`src/rtl/fwuart_rx.sv`:
```
// fwuart_rx: 16x-oversampled UART receiver, 8N1 or 8E1/8O1 when FWUART_RX_PARITY_EN is defined.
// Latency: byte is valid one clock after the mid-stop-bit sample.
// Backpressure: one-entry valid/ready holding register; a byte completing while full is dropped and flagged by overrun.
module fwuart_rx #(
  parameter int DATA_BITS   = 8,
  parameter int SYNC_STAGES = 2,
  parameter int PARITY_ODD  = 0
) (
  input  logic                 clock,
  input  logic                 reset,
  input  logic                 clock_x16,
  input  logic                 rxd,
  output logic [DATA_BITS-1:0] rx_data,
  output logic                 rx_valid,
  input  logic                 rx_ready,
  output logic                 frame_err,
  output logic                 parity_err,
  output logic                 overrun
);

  localparam logic [2:0] ST_IDLE   = 3'd0;
  localparam logic [2:0] ST_START  = 3'd1;
  localparam logic [2:0] ST_DATA   = 3'd2;
  localparam logic [2:0] ST_STOP   = 3'd4;
`ifdef FWUART_RX_PARITY_EN
  localparam logic [2:0] ST_PARITY = 3'd3;
`endif
  localparam logic [2:0] LAST_BIT  = 3'(DATA_BITS - 1);

  logic [SYNC_STAGES-1:0] sync_q;
  logic                   srx;
  logic [2:0]             state;
  logic [3:0]             cnt;
  logic [2:0]             bit_idx;
  logic [DATA_BITS-1:0]   shreg;
  logic                   done;
  logic                   load;

  always_ff @(posedge clock) begin
    if (reset) sync_q <= '1;
    else       sync_q <= {sync_q[SYNC_STAGES-2:0], rxd};
  end

  assign srx = sync_q[SYNC_STAGES-1];

  always_ff @(posedge clock) begin
    if (reset) begin
      state   <= ST_IDLE;
      cnt     <= '0;
      bit_idx <= '0;
      shreg   <= '0;
    end else if (clock_x16) begin
      cnt <= cnt + 4'd1;
      case (state)
        ST_IDLE: begin
          if (!srx) begin
            state <= ST_START;
            cnt   <= '0;
          end
        end
        ST_START: begin
          // A start bit that is high again at its midpoint was only a glitch.
          if (cnt == 4'd7) begin
            if (srx) begin
              state <= ST_IDLE;
            end else begin
              state   <= ST_DATA;
              cnt     <= '0;
              bit_idx <= '0;
            end
          end
        end
        ST_DATA: begin
          if (cnt == 4'd15) begin
            shreg   <= {srx, shreg[DATA_BITS-1:1]};
            cnt     <= '0;
            bit_idx <= bit_idx + 3'd1;
            if (bit_idx == LAST_BIT) begin
`ifdef FWUART_RX_PARITY_EN
              state <= ST_PARITY;
`else
              state <= ST_STOP;
`endif
            end
          end
        end
`ifdef FWUART_RX_PARITY_EN
        ST_PARITY: begin
          if (cnt == 4'd15) begin
            cnt   <= '0;
            state <= ST_STOP;
          end
        end
`endif
        ST_STOP: begin
          if (cnt == 4'd15) begin
            cnt   <= '0;
            state <= ST_IDLE;
          end
        end
        default: state <= ST_IDLE;
      endcase
    end
  end

  assign done = clock_x16 && (state == ST_STOP) && (cnt == 4'd15);
  assign load = done && (!rx_valid || rx_ready);

  always_ff @(posedge clock) begin
    if (reset) begin
      rx_data   <= '0;
      rx_valid  <= 1'b0;
      frame_err <= 1'b0;
      overrun   <= 1'b0;
    end else begin
      overrun <= done && rx_valid && !rx_ready;
      if (load) begin
        rx_data   <= shreg;
        rx_valid  <= 1'b1;
        frame_err <= ~srx;
      end else if (rx_valid && rx_ready) begin
        rx_valid <= 1'b0;
      end
    end
  end

`ifdef FWUART_RX_PARITY_EN
  logic pbit;

  always_ff @(posedge clock) begin
    if (reset)
      pbit <= 1'b0;
    else if (clock_x16 && (state == ST_PARITY) && (cnt == 4'd15))
      pbit <= srx;
  end

  always_ff @(posedge clock) begin
    if (reset)
      parity_err <= 1'b0;
    else if (load)
      parity_err <= ((^shreg) ^ pbit) != 1'(PARITY_ODD);
  end
`else
  // Without a parity bit the parity sense has nothing to act on.
  logic unused_parity_sense;
  assign unused_parity_sense = 1'(PARITY_ODD);
  assign parity_err          = 1'b0;
`endif

endmodule

```
`config.mk`:
```
export PLATFORM = sky130hd
export DESIGN_NAME = fwuart_rx
export DESIGN_NICKNAME = d
export VERILOG_FILES = /design/src/rtl/fwuart_rx.sv
export SDC_FILE = /design/constraint.sdc
export NUM_CORES = 1
export LEC_CHECK = 0
export CAP_MARGIN = 40
export CORE_MARGIN = 3
export CORE_UTILIZATION = 55
export DETAILED_ROUTE_END_ITERATION = 8
export PLACE_DENSITY = 0.82
export SETUP_SLACK_MARGIN = 0.1
export SKIP_LAST_GASP = 1
export SLEW_MARGIN = 20
export SYNTH_ARGS = -nofsm -noshare
export SYNTH_HDL_FRONTEND = slang
export SYNTH_SLANG_ARGS = --single-unit
```
`constraint.sdc`:
```
create_clock -name clock -period 3.5 [get_ports clock]
set_input_delay 0.875 -clock clock [delete_from_list [all_inputs] [get_ports clock]]
set_output_delay 0.875 -clock clock [all_outputs]
set_load 0.05 [all_outputs]
```
==> qor.csv, run 1 <==
metric,value,unit
outcome,finished clean,
Synth Area in Adders,2.71,%
VDD IR max,0.000371,V
Compound-Gate Fraction of Synth Area,15.2,%
First DRT Iteration DRCs,17,
Skew-Pair Late Insertion Delay,0.32,ns
Avg Inst Size Synth,9.25,um2
Vias,1088,
max_slew headroom,36.8,%
Clock Tree Root,clkbuf_4,
crit-path cells,clkdlybuf4s50_1 > nand4_1 > nor3b_2 > buf_4 > mux2i_1 > nor2_1,
IO Pins,17,
Yosys cell types,45,
Syn Inst Count,150,
Num CTS Buffers,5,
post-synthesis mux area share,5.77,%
post-route ant nets,0,
# fillers,180,
gr usage total,19.4,%
CP Data Arrival Time,2.76,ns
CP Max Fanout,10,
Yosys reg bits,31,
Setup CP Type,input port to flip-flop,
WP buf/inv,2,
Max Cap Viol,0,
cell leakage power,0.000534,uW
GP Congestion,0.776,
Syn Nets,158,
CTS tree,done,
Post-Synth Simple-Gate Area,24.3,%
Total Wirelength,2690,um
"CTS clk-pin slew, worst paths",0.10,ns
worst slew pin tran,0.924,ns
largest net degree at the start of global routing,26,
Yosys warnings,0,
max-slew violation count,0,
# setup viols final,0,
max incr delay on CP,0.64,ns
clock sink total,31,
Vias/cell,5.64,
Hold WS,0.430,ns
Post-DP HPWL,1840,um
Resized cells post-CTS,0,
share of layout cells above drive strength 1,14.5,%
ANT cells,0,
WL/cell,13.9,um
Post-CTS Setup Inserts,0,
critical path's slowest cell,clkdlybuf4s50_1,
total core area,2300,um2
number of synthesized flops with an enable pin,0,
PwrDens,425,nW/um2
setup_tns,0,ns
initial core utilization,60.4,%
CP top delay family,buffers and inverters,
CP Launch Type,input port,
H-tree levels,2,
RSZ-0062 raised after global routing,no,
"Hold Vio Cnt, Final",0,
Port Buf Inserts,15,
# rows,17,
fmax,393,MHz
Post-Synth XOR/XNOR Area,1.26,%
Worst EP required,3.71,ns
first-pass GRT wire length,4970,um
register area share after synthesis,44.7,%
post-synthesis cell area,1390,um2
CTS Hold Bufs,0,
clk buf depth,2,
Fin Clk Skew,0.00796,ns
Area growth syn-to-layout,15.4,%
total die area,3160,um2
fin nets,172,
period utilization,72.8,%
Chip Height,56.2,um
crit end category,flip-flop,
Main synth FF type,dfxtp_1,
post-route minimum period,2.55,ns
total grt overflow,0,
worst hold path class,flip-flop to flip-flop,
vias in the first global route,1143,
largest family of logic cells by synthesized area,simple AND/OR/NAND/NOR gates,
DIE WIDTH,56.2,um
drc violations,0,
drt pass-1 iters,4,
async set-or-reset flop fraction in the synthesized netlist,0,%
initial antenna violation count,0,
## final cells by class
cell class              count  area (um2)  area share [%]
inverters                   2        7.51           0.469
multi-input cells         107         687            42.9
clock inverters             2        35.0            2.19
flip-flops and latches     31         621            38.7
repair buffers             17         165            10.3
well taps                  28        35.0            2.19
clock buffers               6        51.3            3.20
## worst paths after layout
kind | to | from | cells after the start | slack [ns]
setup / recovery | rx_data[7] | clock_x16 | 6 | 0.95
hold reg to reg | sync_q[1] | sync_q[0] | 1 | 0.43
hold / removal | sync_q[1] | sync_q[0] | 1 | 0.43
setup reg to reg | rx_data[7] | state[2] | 5 | 1.47
## placed cells by master, fill, tap and decap left out, types with 2 or more instances in the layout
| master | Yosys | final |
|---|---|---|
| nand2_1 | 19 | 19 |
| xnor2_1 | 2 | 2 |
| ha_1 | 3 | 3 |
| clkbuf_4 | 0 | 5 |
| nor2_2 | 2 | 2 |
| nor3_1 | 4 | 4 |
| o21ai_0 | 4 | 4 |
| clkdlybuf4s50_1 | 0 | 15 |
| or2_2 | 3 | 3 |
| or3b_4 | 2 | 2 |
| mux2i_1 | 8 | 8 |
| nor2_1 | 13 | 13 |
| or4b_1 | 2 | 2 |
| buf_4 | 1 | 2 |
| dfxtp_1 | 31 | 31 |
| nand3_1 | 7 | 7 |
| a21oi_1 | 11 | 11 |
| nand2b_1 | 3 | 3 |
| nand3b_1 | 2 | 2 |
## synth_stat cells (2+ instances only)
cell type | instances | area, um2
a21oi_1 | 11 | 55.1
buf_6 | 4 | 45.0
clkbuf_1 | 3 | 11.3
dfxtp_1 | 31 | 621
ha_1 | 3 | 37.5
mux2i_1 | 8 | 80.1
nand2_1 | 19 | 71.3
nand2b_1 | 3 | 18.8
nand3_1 | 7 | 35.0
nand3b_1 | 2 | 15.0
nor2_1 | 13 | 48.8
nor2_2 | 2 | 12.5
nor3_1 | 4 | 20.0
o21ai_0 | 4 | 20.0
or2_2 | 3 | 18.8
or3b_4 | 2 | 22.5
or4b_1 | 2 | 20.0
xnor2_1 | 2 | 17.5
## worst register-to-register path: stages (launching register included)
cell and delay [ns]:
dfxtp_1 0.53, or3b_4 0.46, nor3b_2 0.41, buf_4 0.26
mux2i_1 0.21, nor2_1 0.05
## stage by stage
stage	total power (uW)	utilization, %	instance area [um2]	cells	setup slack, ns
global placement	401	66.0	1520	185	0.698
detailed placement	402	66.0	1520	185	0.641
global route	709	69.7	1600	193	0.774
finish	681	69.7	1600	193	0.953
floorplan	395	-	1390	150	1.44
CTS	685	69.7	1600	193	0.970
## cell families (layout without fill, tap and decap cells)
logic type / count (synthesis) / in the layout
compound gates: 29 / 29
flops: 31 / 31
buf+inv: 12 / 27
mux: 8 / 8
other cells: 1 / 1
fa+ha+maj: 3 / 3
simple gates: 64 / 64
xor+xnor: 2 / 2
## power breakdown
part / switching, uW / internal (uW) / total [uW]
sequential: 5.16 / 356 / 361
clock: 117 / 169 / 286
combinational: 19.2 / 14.1 / 33.3
total: 142 / 539 / 681
## sequential cells by signal (all words and copies together) (netlist names)
signal / cells
rx_data: 8
shreg: 8
state: 3
cnt: 4
overrun: 1
rx_valid: 1
frame_err: 1
bit_idx: 3
sync_q: 2
## metal layers
layer / part of all wire, % / global-route usage [%] / vias to the layer above
met3: 4.0 / 4.87 / 6
met5: 0 / 0 / -
li1: - / - / 556
met2: 50 / 34.2 / 25
met4: 1.2 / 5.76 / 0
met1: 45 / 22.9 / 501
(Power assumes the default switching activity.)
==> run 2: changes to the inputs <==
--- a/config.mk
+++ b/config.mk
@@ -7,9 +7,9 @@
 export LEC_CHECK = 0
 export CAP_MARGIN = 40
 export CORE_MARGIN = 3
-export CORE_UTILIZATION = 55
+export CORE_UTILIZATION = 48
 export DETAILED_ROUTE_END_ITERATION = 8
-export PLACE_DENSITY = 0.82
+export PLACE_DENSITY = 0.76
 export SETUP_SLACK_MARGIN = 0.1
 export SKIP_LAST_GASP = 1
 export SLEW_MARGIN = 20
==> constraint.sdc (replaced) <==
create_clock -name clock -period 2.05 [get_ports clock]
set_input_delay 0.5125 -clock clock [delete_from_list [all_inputs] [get_ports clock]]
set_output_delay 0.5125 -clock clock [all_outputs]
set_load 0.05 [all_outputs]
==> run 2 against run 1 <==
Register-to-register slack worse by 1.2 ns. Power up 51%. Worst setup slack worse by 0.65 ns. Combinational power up 89%. Clock power up 22%. First-iteration DRC count up 24%. Highest routed layer unchanged.
==> qor.csv, run 2 (synthesis gave the netlist of run 1 again) <==
metric,value,unit,change
R2R depth,4,,-1
Post-DP HPWL,2090,um,+14%
Port Buf Inserts,15,,unchanged
PwrDens,627,nW/um2,+48%
share of layout cells above drive strength 1,19.3,%,+4.8 points
"commonest non-fill, non-tap cell in the layout",dfxtp_1,,
GP Congestion,0.847,,+9.1%
CP Data Arrival Time,1.24,ns,-1.52 ns
Area growth syn-to-layout,18.2,%,
Fin Clk Skew,0.0124,ns,+0.00445 ns
cell leakage power,0.000622,uW,+16%
worst hold path class,flip-flop to flip-flop,,
ANT cells,0,,unchanged
outcome,finished clean,,
Num CTS Buffers,5,,unchanged
Vias,1163,,+6.9%
WP buf/inv,1,,-1
launch point of the worst path,rx_data[0],,
total die area,3570,um2,+13%
worst setup path end,rx_data[0],,
# setup viols final,0,,unchanged
post-route ant nets,0,,unchanged
max-slew violation count,0,,unchanged
First DRT Iteration DRCs,21,,+4
Chip Height,59.8,um,+6.3%
CP top delay family,buffers and inverters,,
critical path's slowest cell,dlygate4sd2_1,,
H-tree levels,2,,unchanged
IO Pins,17,,unchanged
DIE WIDTH,59.8,um,+6.3%
clk buf depth,2,,unchanged
Clock Tree Root,clkbuf_4,,
crit end category,output pin,,
CP Launch Type,flip-flop,,
fin nets,183,,+6.4%
initial antenna violation count,0,,unchanged
R2R Path Start,state[1],,
drt pass-1 iters,4,,unchanged
most frequent cells in the layout,"dfxtp_1 (31), nand2_1 (19), nor2_1 (13), buf_4 (13)",,
first-pass GRT wire length,4870,um,-2.0%
total core area,2610,um2,+14%
initial core utilization,53.1,%,-7.3 points
Cells after DPL,198,,+7.0%
gr usage total,18.6,%,-0.84 points
max_slew headroom,66.1,%,+29 points
Skew-Pair Late Insertion Delay,0.34,ns,+0.02 ns
Total Wirelength,2970,um,+10%
VDD IR max,0.000600,V,+62%
"CTS clk-pin slew, worst paths",0.10,ns,about the same
Crit path depth,1,,-5
CTS tree,done,,
WL/cell,14.4,um,+3.4%
total grt overflow,0,,unchanged
post-route insts no fill,206,,+6.7%
Max Cap Viol,0,,unchanged
# fillers,211,,+17%
period utilization,85.3,%,
setup_tns,0,ns,unchanged
drc violations,0,,unchanged
Worst EP required,1.54,ns,-2.17 ns
post-route minimum period,1.75,ns,
fmax,572,MHz,
max incr delay on CP,0.55,ns,-0.09 ns
worst r2r dst,bit_idx[0],,
worst slew pin tran,0.511,ns,-0.413 ns
biggest registers after layout,"rx_data: 8 flops, shreg: 8 flops, cnt: 4 flops",,
clock sink total,31,,unchanged
crit-path cells,dlygate4sd2_1,,
Setup CP Type,flip-flop to output pin,,
vias in the first global route,1114,,-2.5%
CP Max Fanout,2,,-8
R2R setup slack,0.30,ns,-1.17 ns
RSZ-0062 raised after global routing,no,,
"Hold Vio Cnt, Final",0,,unchanged
# rows,18,,+1
CTS Hold Bufs,0,,unchanged
Post-CTS Setup Inserts,0,,unchanged
largest net degree at the start of global routing,15,,-42%
Vias/cell,5.65,,+0.15%
run 2: repair_timing:
item / 4_1_cts / 5_1_grt
setup endpoints to repair: 11 / 0
endpoints found under the hold margin: 0 / 0
gates resized for setup: 11 / 0
run 2: final cells by class:
| type | count | area, um2 | area share (%) |
|---|---|---|---|
| Clock inverter | 2 | 12.5 | 0.763 |
| Sequential cell | 31 | 621 | 37.8 |
| Clock buffer | 6 | 41.3 | 2.52 |
| Inverter | 2 | 7.51 | 0.458 |
| Tap cell | 30 | 37.5 | 2.29 |
| Multi-Input combinational cell | 107 | 687 | 41.9 |
| Timing Repair Buffer | 28 | 234 | 14.3 |
run 2: worst min path at each step:
| stage | slack, ns | start | cells after the start | end |
|---|---|---|---|---|
| after global placement | 0.40 | sync_q[0] | 1 | sync_q[1] |
| after detailed placement | 0.40 | sync_q[0] | 1 | sync_q[1] |
| after floorplan | 0.39 | sync_q[0] | 1 | sync_q[1] |
| after global routing | 0.44 | sync_q[0] | 1 | sync_q[1] |
| after CTS | 0.43 | sync_q[0] | 1 | sync_q[1] |
| final | 0.42 | sync_q[0] | 1 | sync_q[1] |
run 2: through the flow:
step / hold slack, ns / utilization [%] / total power (uW) / instance area (um2) / setup WS [ns]
2_1_floorplan: 0.389 / - / 675 / 1390 / 0.350
3_3_place_gp: 0.399 / 61.3 / 691 / 1600 / 0.0970
4_1_cts: 0.425 / 62.8 / 1040 / 1640 / 0.281
5_1_grt: 0.445 / 62.8 / 1070 / 1640 / 0.214
6_report: 0.420 / 62.8 / 1030 / 1640 / 0.302
3_5_place_dp: 0.403 / 61.3 / 693 / 1600 / 0.0137
run 2: power by group:
part | internal [uW] | total (uW) | switching [uW]
clock network | 132 | 349 | 217
registers | 608 | 617 | 8.71
logic | 28.8 | 62.8 | 34.0
total | 769 | 1030 | 260
run 2: metal layers:
| layer | track usage, % | wire length, um | share of wire [%] |
|---|---|---|---|
| met1 | 22.2 | 1310 | 44 |
| met2 | 30.2 | 1430 | 48 |
| met3 | 6.48 | 176 | 5.9 |
| met4 | 7.28 | 52 | 1.8 |
| met5 | 0 | 0 | 0 |
==> run 3: changes to the inputs <==
--- a/config.mk
+++ b/config.mk
@@ -5,6 +5,7 @@
 export SDC_FILE = /design/constraint.sdc
 export NUM_CORES = 1
 export LEC_CHECK = 0
+export ABC_CLOCK_PERIOD_IN_PS = 2050
 export CAP_MARGIN = 40
 export CORE_MARGIN = 3
 export CORE_UTILIZATION = 48
==> results of run 3 <==
Same layout as run 2: the final DEF is identical, and so are final timing and power.
